## src/rtl/pattern_mem_param.sv

```systemverilog
// ---------------------------------------------------------------------------
// pattern_mem_param
//   Simple dual-port LED pattern store: one write port, one registered read
//   port. A hardware clear engine fills every entry with CLR_VAL after reset
//   release and whenever clr_start is seen while idle. The game-state logic
//   writes patterns, and the LED scan driver reads them.
//
// Parameters
//   DATA_W   word width in bits
//   DEPTH    number of entries (>=2, any value)
//   ADDR_W   derived address width, do not override
//   CLR_VAL  word written by the clear engine and returned for reads
//            at addresses beyond DEPTH-1
//   BYPASS   1: a same-edge write to the read address forwards data_in
//
// Ports
//   clk, rst_n               clock, asynchronous active-low reset
//   write_enable/addr_wr/data_in   write port
//   rd_en/addr_rd            read request
//   data_out, rd_valid       registered read data and its 1-cycle strobe
//   clr_start                clear request (sampled only while idle)
//   busy                     clear engine running, port requests refused
//   clr_done                 pulse on the edge the last entry is cleared
//   wr_drop                  pulse after a refused write
// ---------------------------------------------------------------------------
module pattern_mem_param #(
  parameter int unsigned       DATA_W  = 10,
  parameter int unsigned       DEPTH   = 4,
  parameter int unsigned       ADDR_W  = $clog2(DEPTH),
  parameter logic [DATA_W-1:0] CLR_VAL = '0,
  parameter bit                BYPASS  = 1'b1
) (
  input  logic              clk,
  input  logic              rst_n,
  input  logic              write_enable,
  input  logic [ADDR_W-1:0] addr_wr,
  input  logic [DATA_W-1:0] data_in,
  input  logic              rd_en,
  input  logic [ADDR_W-1:0] addr_rd,
  output logic [DATA_W-1:0] data_out,
  output logic              rd_valid,
  input  logic              clr_start,
  output logic              busy,
  output logic              clr_done,
  output logic              wr_drop
);

  typedef enum logic {
    ST_CLEAR = 1'b0,
    ST_IDLE  = 1'b1
  } state_e;

  // One extra bit so DEPTH itself is representable for the range check.
  localparam logic [ADDR_W:0]   DEPTH_C = (ADDR_W + 1)'(DEPTH);
  localparam logic [ADDR_W-1:0] LAST_C  = ADDR_W'(DEPTH - 1);
  localparam logic [ADDR_W-1:0] ONE_C   = ADDR_W'(1);

  logic [DATA_W-1:0] mem [DEPTH];

  state_e            state_q, state_d;
  logic [ADDR_W-1:0] clr_cnt_q, clr_cnt_d;
  logic              clr_done_q, clr_done_d;
  logic              wr_drop_q, wr_drop_d;
  logic              rd_valid_q, rd_valid_d;
  logic [DATA_W-1:0] data_out_q, data_out_d;

  logic              mem_we;
  logic [ADDR_W-1:0] mem_waddr;
  logic [DATA_W-1:0] mem_wdata;
  logic              busy_w, wr_acc, rd_acc, wr_addr_ok, rd_addr_ok;

  assign busy_w     = (state_q == ST_CLEAR);
  assign wr_addr_ok = ({1'b0, addr_wr} < DEPTH_C);
  assign rd_addr_ok = ({1'b0, addr_rd} < DEPTH_C);
  assign wr_acc     = write_enable && !busy_w && wr_addr_ok;
  assign rd_acc     = rd_en && !busy_w;

  always_comb begin
    // NOTE: every signal gets a default first so no path leaves it unassigned (no latch).
    state_d    = state_q;
    clr_cnt_d  = clr_cnt_q;
    clr_done_d = 1'b0;
    wr_drop_d  = write_enable && !wr_acc;
    rd_valid_d = rd_acc;
    data_out_d = data_out_q;
    mem_we     = 1'b0;
    mem_waddr  = addr_wr;
    mem_wdata  = data_in;

    unique case (state_q)
      ST_CLEAR: begin
        mem_we    = 1'b1;
        mem_waddr = clr_cnt_q;
        mem_wdata = CLR_VAL;
        if (clr_cnt_q == LAST_C) begin
          state_d    = ST_IDLE;
          clr_done_d = 1'b1;
          clr_cnt_d  = '0;
        end else begin
          clr_cnt_d = clr_cnt_q + ONE_C;
        end
      end
      ST_IDLE: begin
        // Port traffic on the clr_start edge is still served as idle traffic.
        mem_we = wr_acc;
        if (clr_start) begin
          state_d   = ST_CLEAR;
          clr_cnt_d = '0;
        end
      end
      default: state_d = ST_CLEAR;
    endcase

    if (rd_acc) begin
      if (!rd_addr_ok) begin
        data_out_d = CLR_VAL;
      end else if (BYPASS && wr_acc && (addr_wr == addr_rd)) begin
        data_out_d = data_in;
      end else begin
        data_out_d = mem[addr_rd];
      end
    end
  end

  // NOTE: sequential state uses non-blocking assignments so every register samples pre-edge values.
  always_ff @(posedge clk or negedge rst_n) begin
    if (!rst_n) begin
      state_q    <= ST_CLEAR;
      clr_cnt_q  <= '0;
      clr_done_q <= 1'b0;
      wr_drop_q  <= 1'b0;
      rd_valid_q <= 1'b0;
      data_out_q <= '0;
    end else begin
      state_q    <= state_d;
      clr_cnt_q  <= clr_cnt_d;
      clr_done_q <= clr_done_d;
      wr_drop_q  <= wr_drop_d;
      rd_valid_q <= rd_valid_d;
      data_out_q <= data_out_d;
    end
  end

  // NOTE: the array has no reset so it maps onto RAM; the clear engine initialises it instead.
  always_ff @(posedge clk) begin
    if (mem_we) begin
      mem[mem_waddr] <= mem_wdata;
    end
  end

  assign busy     = busy_w;
  assign clr_done = clr_done_q;
  assign wr_drop  = wr_drop_q;
  assign rd_valid = rd_valid_q;
  assign data_out = data_out_q;

endmodule

```

## config.mk

```make
export PLATFORM = sky130hd
export DESIGN_NAME = pattern_mem_param
export DESIGN_NICKNAME = d
export VERILOG_FILES = /design/src/rtl/pattern_mem_param.sv
export SDC_FILE = /design/constraint.sdc
export NUM_CORES = 1
export LEC_CHECK = 0
export CAP_MARGIN = 20
export CORE_ASPECT_RATIO = 0.9
export CORE_MARGIN = 2
export CORE_UTILIZATION = 35
export CTS_BUF_LIST = sky130_fd_sc_hd__clkbuf_4 sky130_fd_sc_hd__clkbuf_8
export DETAILED_ROUTE_END_ITERATION = 7
export PLACE_DENSITY = 0.65
export REMOVE_ABC_BUFFERS = 1
export SLEW_MARGIN = 20
export SYNTH_ARGS = -nofsm -noshare
export SYNTH_HDL_FRONTEND = slang
export SYNTH_SLANG_ARGS = --single-unit
```

## constraint.sdc

```tcl
create_clock -name clk -period 2.1 [get_ports clk]
set_clock_uncertainty 0.1 [all_clocks]
set_input_delay 0.315 -clock clk [delete_from_list [all_inputs] [get_ports clk]]
set_output_delay 0.315 -clock clk [all_outputs]
set_load 0.01 [all_outputs]
```

==> impl_results.md, run 1 <==
- Vias in the first global route: 1,463
- Grt total ovfl: 0
- Die height: 81.9 µm
- Final nets: 217
- Filler Cell Count: 594
- Tmin final: 1.94 ns
- Multi-input gate area: 699 µm²
- Slew HR: 63.5%
- Clk Latency, worst-skew pair: 0.31 ns
- First-pass DRT Iterations: 4
- Crit. End Element: output pin
- Antenna Cells: 0
- Commonest cells post-synth: edfxtp_1, dfrtp_1, nor2_1
- CP peak stage delay: 0.55 ns
- WP data arrival: 1.53 ns
- Crit Path Class: register to output pin
- Seq. cell area: 0.00160 mm²
- Startpoint Class: register
- Clock slew at reported path FFs: 0.11 ns
- Clock sinks: 56
- Tot Pwr: 4090 µW
- Routed wire length: 4690 µm
- Syn avg cell area: 15.5 µm²
- EDFF count, synth: 40
- Die width: 90.6 µm
- Final period utilization: 92.5%
- Prevailing post-synth register cell: edfxtp_1
- FP Rows: 28
- Crit-path slowest cell: clkdlybuf4s50_1
- Post-synth ARST share: 28.6%
- RSZ-0062 raised after global routing: no
- Maxcap violations: 0
- Top post-synthesis cells by area: edfxtp_1, dfrtp_1, mux4_2
- Core area: 0.00655 mm²
- Total GRT Usage: 13.5%
- First-pass GRT wire length: 7420 µm
- Initial DRC count: 69
- Area of the mapped netlist: 0.00236 mm²
- Yosys cell types: 28
- Die area: 0.00742 mm²
- Placed Instances: 280
- Seq cells post-synth: 56
- TritonCTS Buffers: 5
- HPWL after DPL: 3290 µm
- Max Slew Vio Count: 0
- Drt wl/cell: 16.3 µm
- Via count: 1,422
- Pwr/cell area: 1380 mW/mm²
- Sequential-to-total area share from yosys stat: 67.8%
- Layout cells sized above 1: 18.7%
- Fmax: 515 MHz
- Initial antenna violation count: 0
- Min Hold Slack: 0.211 ns
- Final setup margin: 0.157 ns
- H-tree depth: 2
- Status: finished clean
- Leakage: 0.00104 µW
- PortBufs: 32
- Final Non-Filler Cells: 288
- Fin Setup TNS: 0 ns
- Largest net degree at the start of global routing: 22
- Setup violations, final: 0
- Synth top area share: 50.8%
- Deepest clock path buffer count: 2
- Crit path max fanout: 11
- Ports: 33
- Initial core utilization: 36.1%
- Synth warn: 0
- Final Hold Viols: 0
- Post-DRT Antenna Nets: 0
- GP Congestion: 0.763
- Reg2reg setup slack: 0.35 ns
- CP Cell Sequence: inv_1, clkdlybuf4s50_1
- Synth area leader: edfxtp_1
- CTS tree: built
- Hold Crit Class: primary input to asynchronous set/reset pin
- Most common cell in the netlist: edfxtp_1
- Hold-fix buffers at CTS: 0
- DRC viols: 0
- Slew @ Worst Pin: 0.544 ns
- Cell count after synthesis: 152
- Synthesis-to-layout area growth: 25.3%
- Worst vdd ir: 0.000349 V
- CTS root buffer: clkbuf_8
- Vias per cell: 4.94
- Critical Path RT: 1.68 ns
- Pre-CTS setup slack: 0.0473 ns
area by class of cell:
cell class              instances  share of cell area (%)
flip-flops and latches         56                    54.1
multi-input cells              88                    23.6
repair buffers                 44                    14.3
well taps                      90                    3.80
clock buffers                   5                    2.32
clock inverters                 3                    1.56
inverters                       2                   0.254
registers in the layout (all words and copies together), names as in the netlist:
name       flops
mem           40
clr_done       1
data_out      10
wr_drop        1
state_q        1
clr_cnt_q      2
rd_valid       1
logic make-up after synthesis:
family / synth area share, %
adder cells (fa/ha/maj): 0.530
flip-flops: 67.8
multiplexers: 10.1
XOR/XNOR: 2.12
buffers and inverters: 2.59
AND/OR/NAND/NOR: 9.00
AO/OA/AOI/OAI: 7.84
final timing paths:
path	start	endpoint	cells past startpoint
max in group asynchronous	rst_n	data_out[2]$_DFFE_PN0P_	2
max reg2reg	state_q$_DFF_PN0_	data_out[2]$_DFFE_PN0P_	4
min reg2reg	data_out[7]$_DFFE_PN0P_	data_out[7]$_DFFE_PN0P_	2
min in group clk	data_out[7]$_DFFE_PN0P_	data_out[7]$_DFFE_PN0P_	2
max	state_q$_DFF_PN0_	busy	2
min	rst_n	rd_valid$_DFF_PN0_	2
where the power goes:
group	leakage [µW]	internal (µW)	switching, µW
combinational	0.000418	703	777
clock	0.0000548	360	356
sequential	0.000572	1710	183
total	0.00104	2780	1320
worst max-delay path: cells and delay by family (launching register included):
family | cells | cell delay (ns)
DFF | 1 | 0.51
buffers and inverters | 2 | 0.70
timing repair:
| action | 4_1_cts | 5_1_grt |
|---|---|---|
| buffers inserted | 0 | 0 |
| gates resized for setup | 0 | 1 |
| setup endpoints to repair | 0 | 1 |
routing by layer:
metal	global-route usage [%]	share of wire [%]	vias up
li1	-	-	671
met1	15.4	41	712
met2	25.3	53	35
met3	3.67	5.7	4
met4	4.00	0.45	0
met5	0	0	-
placed cells by master, fill, tap and decap left out, types with 7 or more instances in the layout:
master / count
nor2_1: 11
o21ai_1: 10
dfrtp_1: 15
nand3_1: 10
clkdlybuf4s50_1: 32
mux4_2: 10
edfxtp_1: 40
buf_4: 11
nand2_1: 7
a31oi_1: 10
and2_1: 10
through the flow:
stage / utilization, % / cell area (µm²)
after floorplan: - / 2310
after global placement: 43.4 / 2840
after detailed placement: 43.4 / 2840
after CTS: 45.2 / 2960
after global routing: 45.2 / 2960
final: 45.2 / 2960
(Power assumes the default switching activity.)
==> run 2: changes to the inputs <==
--- a/config.mk
+++ b/config.mk
@@ -7,7 +7,6 @@
 export LEC_CHECK = 0
 export CAP_MARGIN = 20
 export CORE_ASPECT_RATIO = 0.9
-export CORE_MARGIN = 2
 export CORE_UTILIZATION = 35
 export CTS_BUF_LIST = sky130_fd_sc_hd__clkbuf_4 sky130_fd_sc_hd__clkbuf_8
 export DETAILED_ROUTE_END_ITERATION = 7
==> impl_results.md, run 2 (synthesis results as in run 1) <==
- First-pass GRT wire length: 7490 µm
- Core area: 0.00655 mm²
- CTS root buffer: clkbuf_8
- Reg2reg end: data_out[6]$_DFFE_PN0P_
- CTS tree: built
- Hold-fix buffers at CTS: 0
- Internal: 2700 µW
- Antenna Cells: 0
- Slew HR: 61.6%
- Tmin final: 1.85 ns
- Met3 Usage GRT: 3.41%
- Total GRT Usage: 15.0%
- CP peak stage delay: 0.55 ns
- Crit path launch: state_q$_DFF_PN0_
- GP Congestion: 0.746
- DRC viols: 0
- Fin Setup TNS: 0 ns
- Sequential fraction of design power: 46.9%
- Met1 Use GR: 18.2%
- HPWL after DPL: 3300 µm
- Hold Crit Class: primary input to asynchronous set/reset pin
- Vias per cell: 4.94
- Most common cell after layout, fill and taps aside: edfxtp_1
- Reg2reg setup slack: 0.44 ns
- Sw Share: 32.7%
- Largest net degree at the start of global routing: 22
- Crit-path slowest cell: clkdlybuf4s50_1
- Final period utilization: 88.2%
- Grt total ovfl: 0
- Largest Register: mem
- Post-DRT Antenna Nets: 0
- Vias in the first global route: 1,440
- H-tree depth: 2
- PortBufs: 32
- Initial DRC count: 62
- RSZ-0062 raised after global routing: no
- FP Rows: 28
- Worst vdd ir: 0.000428 V
- Sw power: 1310 µW
- Crit Path Class: register to output pin
- RR Startpoint: state_q$_DFF_PN0_
- Fmax: 540 MHz
- End of the critical path: busy
- Postcts setup bufs: 0
- Status: finished clean
- Via count: 1,422
- Layout cells sized above 1: 18.2%
- Crit path max fanout: 4
- TritonCTS Buffers: 5
- GR peak layer: met2
- Critical Path RT: 1.68 ns
- Final nets: 217
- Clock share of power: 15.4%
- Pwr/cell area: 1360 mW/mm²
- Ports: 33
- Initial antenna violation count: 0
- Initial core utilization: 36.1%
- Grt met2 use: 26.2%
- WP data arrival: 1.44 ns
- Crit. End Element: output pin
- Drt wl/cell: 16.6 µm
- Most frequent cells in the layout: edfxtp_1, clkdlybuf4s50_1, dfrtp_1
- Deepest clock path buffer count: 2
- Maxcap violations: 0
- Die area: 0.00708 mm²
- Reg2reg path depth: 4
- First-pass DRT Iterations: 4
- Clk Latency, worst-skew pair: 0.31 ns
- Slew @ Worst Pin: 0.573 ns
- Max Slew Vio Count: 0
- Clock sinks: 56
- Die height: 79.9 µm
- Die width: 88.6 µm
- Synthesis-to-layout area growth: 24.5%
- Gate power share: 37.6%
- Setup violations, final: 0
- # resized after CTS: 0
- Startpoint Class: register
- Min Hold Slack: 0.229 ns
- Final Hold Viols: 0
- Leakage: 0.00104 µW
- Clock slew at reported path FFs: 0.09 ns
- Routed wire length: 4780 µm
- Max reg flops: 40
- CP Cell Sequence: inv_1, clkdlybuf4s50_1
-- run 2: worst min path at each step --
| stage | start | to | slack, ns | cells after the start |
|---|---|---|---|---|
| 2_1_floorplan | rst_n | clr_cnt_q[0]$_DFFE_PN0P_ | -0.08 | 0 |
| 3_3_place_gp | data_out[2]$_DFFE_PN0P_ | data_out[2]$_DFFE_PN0P_ | 0.43 | 2 |
| 3_5_place_dp | data_out[3]$_DFFE_PN0P_ | data_out[3]$_DFFE_PN0P_ | 0.44 | 2 |
| 4_1_cts | rst_n | wr_drop$_DFF_PN0_ | 0.24 | 2 |
| 5_1_grt | rst_n | data_out[4]$_DFFE_PN0P_ | 0.25 | 2 |
| 6_report | rst_n | clr_done$_DFF_PN0_ | 0.23 | 2 |
-- run 2: area by class of cell --
cell class | count | area, µm²
fill | 592 | 3610
sequential | 56 | 1600
multi-input combinational | 88 | 699
timing repair buffer | 44 | 423
tap | 90 | 113
clock buffer | 7 | 90.1
clock inverter | 1 | 7.51
inverter | 2 | 7.51
-- run 2: per-stage QoR --
stage / instance area [µm²] / std cells / total power [µW] / util [%] / setup slack [ns]
after global placement: 2840 / 280 / 3380 / 43.4 / 0.155
final: 2940 / 288 / 4010 / 44.9 / 0.248
after detailed placement: 2840 / 280 / 3440 / 43.4 / 0.113
after floorplan: 2310 / 146 / 2680 / - / 0.0845
after CTS: 2940 / 288 / 4050 / 44.9 / 0.237
after global routing: 2940 / 288 / 4250 / 44.9 / 0.192
-- run 2: power by group through the flow --
stage / combinational [µW] / sequential, µW / clock, µW
after floorplan: 746 / 1940 / 0
after global routing: 1650 / 1930 / 666
final: 1510 / 1880 / 618
after global placement: 1490 / 1890 / 0
after detailed placement: 1520 / 1920 / 0
after CTS: 1530 / 1890 / 630
-- run 2: critical path, delay by kind of cell (launching register included) --
kind | cells | cell delay, ns
buffers and inverters | 2 | 0.69
flip-flops | 1 | 0.44
-- run 2: layer usage --
layer	part of all wire, %	wire [µm]	vias up
met5	0	0	-
met4	1.4	69	0
met2	49	2350	46
met3	6.2	296	8
met1	43	2060	694
li1	-	-	674
